--- src/rtl/asip_pkg.sv ---
// Shared types and sizing for the vector store path.
package asip_pkg;

    // Serializer control state.
    typedef enum logic {
        IDLE  = 1'b0,
        WRITE = 1'b1
    } store_state_t;

    localparam int VEC_SIZE = 4;
    localparam int REG_SIZE = 8;

    // Element-index width; a single-element vector still gets a 1-bit index.
    function automatic int idx_width(input int n);
        return (n > 1) ? $clog2(n) : 1;
    endfunction

    localparam int IDX_W = idx_width(VEC_SIZE);

endpackage

--- src/rtl/register.sv ---
// Enabled register with synchronous active-high reset.
module register #(
    parameter int WIDTH = 8
) (
    input  logic             clk,
    input  logic             reset,
    input  logic             en,
    input  logic [WIDTH-1:0] d,
    output logic [WIDTH-1:0] q
);

    logic [WIDTH-1:0] val_q;
    logic [WIDTH-1:0] val_d;

    // Load on enable, otherwise hold.
    always_comb begin
        val_d = val_q;
        if (en) val_d = d;
    end

    // State register.
    always_ff @(posedge clk) begin
        if (reset) val_q <= '0;
        else       val_q <= val_d;
    end

    assign q = val_q;

endmodule

--- src/rtl/vector_element_select.sv ---
// Picks one element out of a packed vector by index. Used for both the
// data word and the per-element mask bit.
module vector_element_select
    import asip_pkg::*;
#(
    parameter int vecSize      = VEC_SIZE,
    parameter int registerSize = REG_SIZE,
    parameter int IW           = idx_width(vecSize)
) (
    input  logic [vecSize-1:0][registerSize-1:0] vec,
    input  logic [IW-1:0]                        idx,
    output logic [registerSize-1:0]              elem
);

    assign elem = vec[idx];

endmodule

--- src/rtl/vector_store_serializer.sv ---
// Serializes one full-vector store into element-wide memory writes,
// honouring memory back-pressure and skipping masked-off elements.
module vector_store_serializer
    import asip_pkg::*;
#(
    parameter int vecSize      = VEC_SIZE,
    parameter int registerSize = REG_SIZE
) (
    input  logic                                 clk,
    input  logic                                 reset,
    input  logic                                 req_valid,
    output logic                                 req_ready,
    input  logic [registerSize-1:0]              req_address,
    input  logic [vecSize-1:0][registerSize-1:0] req_data,
    input  logic [vecSize-1:0]                   req_mask,
    input  logic                                 mem_ready,
    output logic                                 mem_we,
    output logic [registerSize-1:0]              mem_addr,
    output logic [registerSize-1:0]              mem_wdata,
    output logic                                 busy,
    output logic                                 done
);

    localparam int            IW   = idx_width(vecSize);
    localparam logic [IW-1:0] LAST = IW'(vecSize - 1);

    store_state_t                         state_q, state_d;
    logic [IW-1:0]                        idx_q, idx_d;
    logic [vecSize-1:0][registerSize-1:0] data_q, data_d;
    logic [vecSize-1:0]                   mask_q, mask_d;
    logic                                 done_q, done_d;

    logic [registerSize-1:0] addr_q;
    logic [registerSize-1:0] cur_data;
    logic [0:0]              cur_mask;
    logic                    accept;
    logic                    retire;

    // Only IDLE advertises ready, so accept never depends on outputs.
    assign accept = (state_q == IDLE) && req_valid;

    // Masked-off elements never wait on the memory.
    assign retire = (state_q == WRITE) && (mem_ready || !cur_mask[0]);

    register #(.WIDTH(registerSize)) u_addr (
        .clk   (clk),
        .reset (reset),
        .en    (accept),
        .d     (req_address),
        .q     (addr_q)
    );

    vector_element_select #(.vecSize(vecSize), .registerSize(registerSize)) u_data_sel (
        .vec  (data_q),
        .idx  (idx_q),
        .elem (cur_data)
    );

    vector_element_select #(.vecSize(vecSize), .registerSize(1)) u_mask_sel (
        .vec  (mask_q),
        .idx  (idx_q),
        .elem (cur_mask)
    );

    // Next-state: latch on accept, step the index on each retire.
    always_comb begin
        state_d = state_q;
        idx_d   = idx_q;
        data_d  = data_q;
        mask_d  = mask_q;
        done_d  = 1'b0;
        unique case (state_q)
            IDLE: begin
                if (accept) begin
                    data_d  = req_data;
                    mask_d  = req_mask;
                    idx_d   = '0;
                    state_d = WRITE;
                end
            end
            WRITE: begin
                if (retire) begin
                    if (idx_q == LAST) begin
                        state_d = IDLE;
                        done_d  = 1'b1;
                    end else begin
                        idx_d = idx_q + 1'b1;
                    end
                end
            end
            default: state_d = IDLE;
        endcase
    end

    // State registers; reset drops any in-flight store.
    always_ff @(posedge clk) begin
        if (reset) begin
            state_q <= IDLE;
            idx_q   <= '0;
            data_q  <= '0;
            mask_q  <= '0;
            done_q  <= 1'b0;
        end else begin
            state_q <= state_d;
            idx_q   <= idx_d;
            data_q  <= data_d;
            mask_q  <= mask_d;
            done_q  <= done_d;
        end
    end

    // Outputs come from registered state only; address wraps at registerSize.
    always_comb begin
        req_ready = (state_q == IDLE);
        busy      = (state_q == WRITE);
        mem_we    = 1'b0;
        mem_addr  = '0;
        mem_wdata = '0;
        if (state_q == WRITE) begin
            mem_we    = cur_mask[0];
            mem_addr  = addr_q + registerSize'(idx_q);
            mem_wdata = cur_data;
        end
        done = done_q;
    end

endmodule

--- config.mk ---
export PLATFORM = sky130hd
export DESIGN_NAME = vector_store_serializer
export DESIGN_NICKNAME = d
export VERILOG_FILES = /design/src/rtl/asip_pkg.sv /design/src/rtl/register.sv /design/src/rtl/vector_element_select.sv /design/src/rtl/vector_store_serializer.sv
export SDC_FILE = /design/constraint.sdc
export NUM_CORES = 1
export LEC_CHECK = 0
export CORE_UTILIZATION = 50
export CTS_CLUSTER_DIAMETER = 100
export CTS_CLUSTER_SIZE = 30
export DETAILED_ROUTE_END_ITERATION = 7
export PLACE_DENSITY = 0.87
export SLEW_MARGIN = 30
export SYNTH_ARGS = -nofsm -noshare
export SYNTH_HDL_FRONTEND = slang
export SYNTH_SLANG_ARGS = --single-unit
--- constraint.sdc ---
create_clock -name clk -period 3.3 [get_ports clk]
set_input_delay 0.825 -clock clk [delete_from_list [all_inputs] [get_ports clk]]
set_output_delay 0.825 -clock clk [all_outputs]
set_load 0.03 [all_outputs]
==> results.md <==
* Status: complete, no violations
* Layout Skew at 0.01006 ns
* DR iter-0 viols at 73
* Ys Warns at 0
* RSZ-0062 raised after global routing: false
* Post-Synth Adder-Cell Area at 2.605%
* Logic pwr share at 19.1%
* FF+latch area at 960.9 sq um
* CP required at 2.47 ns
* Simple-gate share of the synthesized area at 23.44%
* Postcts setup bufs at 0
* Slowest stage delay, CP at 0.67 ns
* Mean area per synthesized cell at 8.338 sq um
* CP Cell Sequence: ha_1, fa_1, nand3_1, xor2_1, nor2_1, clkdlybuf4s50_1
* Synthesized area at 0.002210 sq mm
* Resize count post-CTS at 0
* Initial Util at 53.69%
* Syn Nets at 317
* Setup TNS at 0 ns
* Routed len/inst at 13.68 microns
* Hold WC Path Type: reg -> reg
* TritonRoute pass-1 iters at 4
* Cts bufs inserted at 5
* Gp weighted congestion at 0.7316
* DP Area at 0.002904 sq mm
* Switching share of total power at 26.42%
* Area grow syn2layout at 35.62%
* Final setup violation count at 0
* Largest family of logic cells by synthesized area: simple AND/OR/NAND/NOR gates
* Final hold vios at 0
* CP Capture Type: output pin
* Multi-input gate area at 0.001156 sq mm
* Internal power at 900.2 uW
* CTS root buffer: clkbuf_8
* Clk pwr share at 29.1%
* Crit path max fanout at 3
* Port Buf Inserts at 67
* Crit path kind: reg -> out
* Die Ht at 68.48 microns
* FMAX at 326.4 MHz
* CP max-delay cell: clkdlybuf4s50_1
* Synth Area in XOR/XNOR at 0.7928%
* DR vias at 2028
* Share of cells above drive strength 1 at 10.64%
* Initial antenna violation count at 0
* Final #Nets at 380
* ANT cells at 0
* CTS max path bufs at 2
* Startpoint class of the critical path: register
* Routed Wire Length at 5186 microns
* Worst skew pair latency at 0.30 ns
* Post-Syn Instances at 265
* Total GRT Usage at 25.18%
* Max Cap Violations at 0
* Sequential Power Share at 51.8%
* Synth Register Bits at 48
* Distinct cells, synth at 33
* Post-DRT Antenna Nets at 0
* Maximum VDD drop at 0.2581 mV
* Final non-filler cell area at 0.002997 sq mm
* Largest net degree at the start of global routing at 47
* Final period util at 92.84%
* DIE AREA at 0.004689 sq mm
* Final min period at 3.064 ns
* Least-Margin Pin Slew at 0.8644 ns
* Tot Pwr at 1.223 mW
* Via density per instance at 5.351
* H-tree Lvls at 2
* Pwr Density at 408.2 mW/mm^2
* I/O Pins at 68
* Mux cell area share after synthesis at 10.87%
* Register area share after synthesis at 43.49%
* Final core occ at 72.82%
* Synth Area in Compound Gates at 14.16%
* Worst hold slack at 0.4557 ns
* CTS tree: yes
* First-pass GRT wire length at 8452 microns
* Clock slew at reported path FFs at 0.09 ns
* Worst path arrival time at 2.24 ns
* Fin. max-slew vios at 0
* Core footprint at 0.004115 sq mm
* Vias in the first global route at 1953
* GRT Residual Overflow at 0
* Max_slew headroom at 42.37%
* Switching power at 323.2 uW
* Detailed Place HPWL at 3728 microns
* Layout filler cell count at 331
* Rows at 23
* CTS sink cnt at 48
* Cts hold-fix bufs at 0
* Die Wd at 68.48 microns
* Number of remaining DRC errors at 0
* Lkg Pwr at 1.114 nW
layer usage:
metal  track usage [%]  vias to the layer above  wire [microns]
li1                  -                     1016               -
met1             30.00                      943            2248
met2             43.26                       57            2602
met3             5.333                       12             213
met4             10.94                        0             121
met5                 0                        -               0
logic make-up (layout without fill, tap and decap cells):
kind of cell,Yosys count,after routing
adders and majority gates,4,4
xor gates and xnor gates,2,2
muxes,13,13
and+or+nand+nor,121,121
buffers and inverters,21,85
AOI/OAI and AO/OA,56,56
DFF,48,48
registers in the layout, indices dropped and copies added (netlist names):
register,count
busy,1
data_q,32
done,1
idx_q,2
mask_q,4
u_addr.q,8
power by group through the flow:
| stage | Sequential (mW) | Clock (mW) | Combinational (mW) |
|---|---|---|---|
| floorplan | 0.644 | 0 | 0.133 |
| global placement | 0.644 | 0 | 0.227 |
| detailed placement | 0.647 | 0 | 0.233 |
| CTS | 0.633 | 0.362 | 0.234 |
| global route | 0.638 | 0.384 | 0.256 |
| finish | 0.633 | 0.356 | 0.234 |
per-stage QoR:
step / std cells / worst slack, ns
final: 379 / 0.2361
after global routing: 379 / 0.1001
after CTS: 379 / 0.2229
after detailed placement: 371 / 0.5632
after global placement: 371 / 0.6093
after floorplan: 265 / 0.7129
layout by cell type, fill, tap and decap left out, types with 3 or more instances in the layout:
cell,synthesis,final
mux4_2,8,8
clkbuf_8,0,6
mux2i_1,3,3
nor2_1,5,5
ha_1,3,3
dfxtp_1,48,48
clkdlybuf4s50_1,0,63
buf_4,1,11
and2_1,10,10
a21oi_1,49,49
nand3_1,4,4
nand2_1,91,91
worst max-delay path, delay by kind of cell (launching register included):
family	cells	cell delay (ns)
DFF	1	0.32
buffers and inverters	1	0.67
and+or+nand+nor	2	0.22
xor gates and xnor gates	1	0.07
adders and majority gates	2	0.66
synthesized netlist by cell type:
cell type | n | share of area [%]
buf_4 | 1 | 0.34
mux2_4 | 2 | 1.4
nor2b_1 | 2 | 0.57
xor2_1 | 1 | 0.40
nand2_1 | 91 | 15
xnor2_1 | 1 | 0.40
a221oi_4 | 1 | 1.2
or4_1 | 2 | 0.68
nor2_1 | 5 | 0.85
or3_1 | 1 | 0.28
a21oi_1 | 49 | 11
buf_6 | 1 | 0.51
inv_1 | 1 | 0.17
clkbuf_1 | 6 | 1.0
nand4_1 | 1 | 0.28
dfxtp_1 | 48 | 43
mux4_2 | 8 | 8.2
buf_2 | 10 | 2.3
or2_2 | 1 | 0.28
o31ai_1 | 2 | 0.68
nand3_1 | 4 | 0.91
fa_1 | 1 | 0.91
clkinv_1 | 1 | 0.17
o21ai_0 | 2 | 0.45
and4_1 | 1 | 0.40
nand2b_1 | 2 | 0.57
inv_2 | 1 | 0.17
mux2i_1 | 3 | 1.4
a311oi_1 | 1 | 0.40
ha_1 | 3 | 1.7
a22oi_1 | 1 | 0.34
and2_1 | 10 | 2.8
or3_2 | 1 | 0.34
layout make-up:
cell class                 count  area share, %
clock buffer                   6          2.756
clock inverter                 2         0.3340
inverter                       3         0.3758
multi-input combinational    196          38.58
sequential                    48          32.07
tap                           50          2.088
timing repair buffer          74          23.80
final timing paths:
check,cells past startpoint,slack [ns],from,to
worst max-delay path,6,0.24,idx_q[0],mem_addr[4]
worst min-delay path,2,0.46,data_q[24],data_q[24]
worst max register to register,4,1.49,busy,u_addr.q[4]
worst min register to register,2,0.46,data_q[24],data_q[24]
Power figures use the tool's default switching activity.
